### src/rtl/fir_decim_4_serializer_pkg.sv
// Shared types for the decimate-by-4 FIR output serializer: channel geometry,
// packed frame type and read-side FSM states.
package fir_decim_4_pkg;

  localparam int NCH = 4;
  localparam int SW  = 18;

  // Channel k occupies bits [SW*k+SW-1 : SW*k] of the flat frame.
  typedef logic [NCH-1:0][SW-1:0] frame_t;

  typedef enum logic {
    IDLE = 1'b0,
    SEND = 1'b1
  } state_t;

endpackage

### src/rtl/fir_decim_4_serializer_if.sv
// Frame-in / sample-out bundle for the serializer. The master side is the
// serializer itself: it consumes FIR frames and sources the sample stream.
interface fir_decim_4_serializer_if;
  import fir_decim_4_pkg::*;

  frame_t        id;
  logic          iv;
  logic [SW-1:0] od;
  logic [1:0]    och;
  logic          olast;
  logic          ov;
  logic          ordy;

  modport master (
    input  id, iv, ordy,
    output od, och, olast, ov
  );

  modport slave (
    output id, iv, ordy,
    input  od, och, olast, ov
  );

endinterface

### src/rtl/fir_frame_fifo.sv
// Frame FIFO with look-ahead read of the head and the frame behind it.
// A write is still taken when full if the head is popped in the same cycle.
module fir_frame_fifo
  import fir_decim_4_pkg::*;
#(
  parameter int DEPTH = 4,
  localparam int AW   = $clog2(DEPTH)
) (
  input  logic        c,
  input  logic        reset,
  input  logic        wr,
  input  frame_t      wdata,
  input  logic        rd,
  output logic        wr_accept,
  output logic [AW:0] count,
  output frame_t      head,
  output frame_t      head_next
);

  localparam logic [AW:0] FULL = (AW+1)'(DEPTH);

  frame_t          mem [DEPTH];
  logic [AW-1:0]   wr_ptr;
  logic [AW-1:0]   rd_ptr;

  // Fullness is judged after this cycle's pop.
  assign wr_accept = wr && ((count < FULL) || rd);

  assign head      = mem[rd_ptr];
  assign head_next = mem[rd_ptr + 1'b1];

  always_ff @(posedge c) begin
    if (wr_accept && !reset) begin
      mem[wr_ptr] <= wdata;
    end
  end

  always_ff @(posedge c) begin
    if (reset) begin
      wr_ptr <= '0;
      rd_ptr <= '0;
      count  <= '0;
    end else begin
      if (wr_accept) wr_ptr <= wr_ptr + 1'b1;
      if (rd)        rd_ptr <= rd_ptr + 1'b1;
      case ({wr_accept, rd})
        2'b10:   count <= count + 1'b1;
        2'b01:   count <= count - 1'b1;
        default: ;
      endcase
    end
  end

endmodule

### src/rtl/fir_decim_4_serializer.sv
// Captures 4-channel FIR frames into a frame FIFO and replays each one as four
// channel-tagged samples on a valid/ready stream; overflowing frames are dropped.
//
//   state | meaning
//   IDLE  | no frame buffered, ov low
//   SEND  | od/och hold a sample of the head frame, ov high
module fir_decim_4_serializer
  import fir_decim_4_pkg::*;
#(
  parameter int DEPTH = 4,
  parameter int CW    = 16
) (
  input  logic                         c,
  input  logic                         reset,
  fir_decim_4_serializer_if.master     bus,
  output logic [CW-1:0]                ovf_count,
  output logic                         ovf
);

  localparam int          AW  = $clog2(DEPTH);
  localparam logic [AW:0] ONE = (AW+1)'(1);

  state_t        state;
  state_t        state_n;
  logic [SW-1:0] od_q;
  logic [SW-1:0] od_n;
  logic [1:0]    och_q;
  logic [1:0]    och_n;
  logic          olast_q;

  logic          pop;
  logic          xfer;
  logic          more;
  logic          drop;
  logic          wr_accept;
  logic [AW:0]   fifo_count;
  frame_t        head;
  frame_t        head_next;

  fir_frame_fifo #(.DEPTH(DEPTH)) u_fifo (
    .c         (c),
    .reset     (reset),
    .wr        (bus.iv),
    .wdata     (bus.id),
    .rd        (pop),
    .wr_accept (wr_accept),
    .count     (fifo_count),
    .head      (head),
    .head_next (head_next)
  );

  assign xfer = (state == SEND) && bus.ordy;
  // Another frame follows the popped head, possibly the one arriving now.
  assign more = (fifo_count > ONE) || wr_accept;
  assign drop = bus.iv && !wr_accept;

  always_ff @(posedge c) begin
    if (reset) begin
      state     <= IDLE;
      od_q      <= '0;
      och_q     <= '0;
      olast_q   <= 1'b0;
      ovf_count <= '0;
      ovf       <= 1'b0;
    end else begin
      state   <= state_n;
      od_q    <= od_n;
      och_q   <= och_n;
      olast_q <= (och_n == 2'd3);
      if (drop) begin
        ovf <= 1'b1;
        if (ovf_count != '1) ovf_count <= ovf_count + CW'(1);
      end
    end
  end

  always_comb begin
    state_n = state;
    case (state)
      IDLE:    if (fifo_count != '0) state_n = SEND;
      SEND:    if (xfer && (och_q == 2'd3) && !more) state_n = IDLE;
      default: state_n = IDLE;
    endcase
  end

  always_comb begin
    pop   = 1'b0;
    od_n  = od_q;
    och_n = och_q;
    case (state)
      IDLE: begin
        if (fifo_count != '0) begin
          od_n  = head[0];
          och_n = 2'd0;
        end
      end
      SEND: begin
        if (xfer) begin
          if (och_q != 2'd3) begin
            och_n = och_q + 2'd1;
            od_n  = head[och_q + 2'd1];
          end else begin
            pop   = 1'b1;
            och_n = 2'd0;
            if (fifo_count > ONE) od_n = head_next[0];
            else if (wr_accept)   od_n = bus.id[0];
          end
        end
      end
      default: ;
    endcase
  end

  assign bus.ov    = (state == SEND);
  assign bus.od    = od_q;
  assign bus.och   = och_q;
  assign bus.olast = olast_q;

endmodule

### src/flat_wrapper.sv
// flat-port wrapper written by rule: the top's interface ports become plain ports
module fir_decim_4_serializer_flat import fir_decim_4_pkg::*;
#(
  parameter int DEPTH = 4,
  parameter int CW    = 16
)
  (c, reset, ovf_count, ovf, bus_id, bus_iv, bus_ordy, bus_od, bus_och, bus_olast, bus_ov);
  fir_decim_4_serializer_if bus_i ();
  input  logic c;
  input  logic reset;
  output logic [CW-1:0] ovf_count;
  output logic ovf;
  input wire logic [$bits(bus_i.id)-1:0] bus_id;
  input wire logic [$bits(bus_i.iv)-1:0] bus_iv;
  input wire logic [$bits(bus_i.ordy)-1:0] bus_ordy;
  output wire logic [$bits(bus_i.od)-1:0] bus_od;
  output wire logic [$bits(bus_i.och)-1:0] bus_och;
  output wire logic [$bits(bus_i.olast)-1:0] bus_olast;
  output wire logic [$bits(bus_i.ov)-1:0] bus_ov;
  assign bus_i.id = bus_id;
  assign bus_i.iv = bus_iv;
  assign bus_i.ordy = bus_ordy;
  assign bus_od = bus_i.od;
  assign bus_och = bus_i.och;
  assign bus_olast = bus_i.olast;
  assign bus_ov = bus_i.ov;
  fir_decim_4_serializer #(.DEPTH(DEPTH), .CW(CW)) u_core (.c(c), .reset(reset), .bus(bus_i), .ovf_count(ovf_count), .ovf(ovf));
endmodule
### config.mk
export PLATFORM = sky130hd
export DESIGN_NAME = fir_decim_4_serializer_flat
export DESIGN_NICKNAME = d
export VERILOG_FILES = /design/src/rtl/fir_decim_4_serializer_pkg.sv /design/src/rtl/fir_decim_4_serializer_if.sv /design/src/rtl/fir_frame_fifo.sv /design/src/rtl/fir_decim_4_serializer.sv /design/src/flat_wrapper.sv
export SDC_FILE = /design/constraint.sdc
export NUM_CORES = 1
export LEC_CHECK = 0
export CAP_MARGIN = 20
export CELL_PAD_IN_SITES_DETAIL_PLACEMENT = 0
export CELL_PAD_IN_SITES_GLOBAL_PLACEMENT = 1
export CORE_ASPECT_RATIO = 0.8
export CORE_MARGIN = 2
export CORE_UTILIZATION = 46
export DETAILED_ROUTE_END_ITERATION = 6
export PLACE_DENSITY_LB_ADDON = 0.1
export SLEW_MARGIN = 10
export SYNTH_ARGS = -nofsm -noshare
export SYNTH_HDL_FRONTEND = slang
export SYNTH_HIERARCHICAL = 1
export SYNTH_SLANG_ARGS = --single-unit
export TNS_END_PERCENT = 1
### constraint.sdc
create_clock -name c -period 8.6 [get_ports c]
set_clock_uncertainty 0.2 [all_clocks]
set_input_delay 1.72 -clock c [delete_from_list [all_inputs] [get_ports c]]
set_output_delay 1.72 -clock c [all_outputs]
set_load 0.05 [all_outputs]
==> results by group <==
Drt
  • DR pass1 iterations: 5
  • Via/cell ratio: 5.70
  • Routed wire length: 29500 um
  • Met1 WL: 13300 um
  • Routed WL per cell: 22.9 um
  • 1st-iter DRT viols: 495
  • Post-DRT Antenna Nets: 0
  • Residual DRC: 0
  • WL met2: 14000 um
  • Top Metal Used: met4
  • Wire length on met3: 1720 um
  • Via Count: 7364

GRT
  • GRT Resource Usage Total: 0.191
  • Number of global-route vias before repair: 7661
  • Maximum number of pins on one net before global-route repair: 73
  • First-pass GRT wire length: 45600 um
  • Total gr overflow: 0
  • Initial antenna violation count: 0

Critical path
  • CP Depth: 9
  • Worst EP required: 8840 ps
  • CP top delay family: simple AND/OR/NAND/NOR gates
  • Critical path class: input pin to register
  • CP cell instances: clkdlybuf4s50_1 -> and3_1 -> nor2b_1 -> nand2b_1 -> inv_1 -> and4b_1 -> nand2_2 -> or4_1 -> a21oi_1
  • Register-to-Register Setup Slack: 5190 ps
  • Reg2reg path depth: 6
  • Setup crit start kind: input pin
  • Worst Setup End Kind: register
  • Reg-to-reg critical path endpoint: u_core/bus.od[10]$_SDFFE_PP0P_
  • Crit path arrival time: 4410 ps
  • Largest stage delay on the critical path: 530 ps
  • Worst path slowest cell: or4_1
  • Buffer and inverter count on the worst path: 2
  • Setup crit end: u_core/ovf_count[11]$_SDFFE_PP0P_
  • Crit-path max FO: 6
  • Worst Setup SP: bus_ordy

Clock network
  • CTS buffer count: 36
  • Num Clock Sinks: 336
  • Post-CTS setup buffer count: 0
  • H-tree depth: 2
  • TritonCTS clock tree: yes
  • Post-CTS resize count: 0
  • Clk buf depth: 3
  • Clk slew on worst S/H paths: 60 ps
  • Clock latency on the worst-skew pair: 520 ps
  • # hold bufs at CTS: 0
  • Root Buffer: clkbuf_16

Pwr
  • Peak supply drop: 0.149 mV
  • Leak Pwr: 5.18 nW
  • Pwr dens: 221 nW/um^2

Timing
  • Worst-margin pin slew: 1080 ps
  • WHS: 284 ps
  • Final setup TNS: 0 ps
  • Setup violators final: 0
  • F_max: 240 MHz
  • Pins Over Slew Limit: 0
  • Fin crit share: 0.485
  • RSZ-0062 raised after global routing: false
  • Slew headroom: 0.281
  • Hold Vio Cnt, Final: 0
  • Fin crit period: 4170 ps

Placement
  • Placed Cells: 1223
  • IO Port Bufs: 114
  • Global placer's final weighted congestion: 0.726
  • Detailed Place HPWL: 17200 um

Worst hold path
  • HP Class: register to register
  • Hold path startpoint: u_core/ovf$_SDFFE_PP0P_
  • Hold Path Stages: 2

Die
  • I/O pin count: 115
  • Chip width: 198 um
  • FP Rows: 56
  • Initial core utilization: 0.470
  • Core Box Area: 29500 sq um
  • Height of the die: 159 um
  • Full die area: 31500 sq um

Cells and area
  • Final Non-Filler Cells: 1293
  • Synth-to-Final Area Change: 19.3%
  • Nets: 944
  • Share of layout cells above drive strength 1: 0.202

Synthesis
  • Syn avg cell area: 18.8 sq um
  • Ys Warns: 6
  • Synthesized instance count: 739
  • Mapped Nets: 823
  • Mapped cell area: 13900 sq um

Job
  • MaxCap Viol Count: 0

Status
  • Status: complete, no violations
metal layers:
layer,up-vias,track usage
li1,3289,-
met1,3796,0.271
met2,227,0.312
met3,52,0.0330
met4,0,0.0458
met5,-,0
worst min path at each step:
stage	endpoint	slack, ps
final	u_core/ovf$_SDFFE_PP0P_	280
after floorplan	u_core/u_fifo/wr_ptr[1]$_SDFFE_PP0P_	290
after global placement	u_core/ovf$_SDFFE_PP0P_	260
after global routing	u_core/bus.od[9]$_SDFFE_PP0P_	320
after CTS	u_core/ovf$_SDFFE_PP0P_	290
after detailed placement	u_core/ovf$_SDFFE_PP0P_	280
where the power goes:
group	total [mW]	leakage, nW	internal (mW)	switching, mW
clock	1.47	0.560	0.865	0.608
sequential	1.85	3.01	1.82	0.0268
combinational	0.327	1.61	0.127	0.200
through the flow:
stage	cell area, sq um	utilization	total power [mW]	setup slack [ps]
6_report	16500	0.561	3.65	4430
5_1_grt	16500	0.561	3.78	4220
4_1_cts	16400	0.556	3.69	4290
3_5_place_dp	15300	0.518	2.21	3730
3_3_place_gp	15300	0.518	2.20	3850
2_1_floorplan	13900	-	2.08	219
layout make-up:
cell class | count | area (sq um)
multi-input combinational | 349 | 3920
clock buffer | 43 | 927
antenna | 1 | 2.50
clock inverter | 21 | 200
sequential | 336 | 9610
fill | 2260 | 13000
inverter | 8 | 30.0
tap | 406 | 508
timing repair buffer | 129 | 1340
state kept, by name, summed over array words and instances (netlist names), named ones only:
register,flops
u_core/ovf_count,16
u_core/ovf,1
u_core/bus.ov,1
u_core/u_fifo/rd_ptr,2
u_core/u_fifo/count,3
u_core/bus.od,18
u_core/u_fifo/wr_ptr,2
u_core/u_fifo/mem,288
u_core/bus.olast,1
u_core/bus.och,2
cell usage in the layout (no fill, tap or decap), types with 5 or more instances in the layout:
cell type	count
nand3_1	6
nor3b_2	5
clkbuf_16	36
o21ai_0	5
ha_1	7
dfxtp_1	46
clkbuf_1	7
a221oi_1	18
clkinv_2	10
edfxtp_1	288
or3_1	7
a311oi_1	16
mux2_1	18
mux4_2	90
mux2i_1	20
clkinv_1	5
clkdlybuf4s50_1	113
inv_1	8
a21oi_1	15
nor2_1	52
nand2_1	25
buf_4	10
worst min-delay path: stages (launching register included):
cell and delay (ps):
dfxtp_1 330, a21oi_1 40, nor2_1 80
Note: power is estimated with default switching activity, not from simulation.
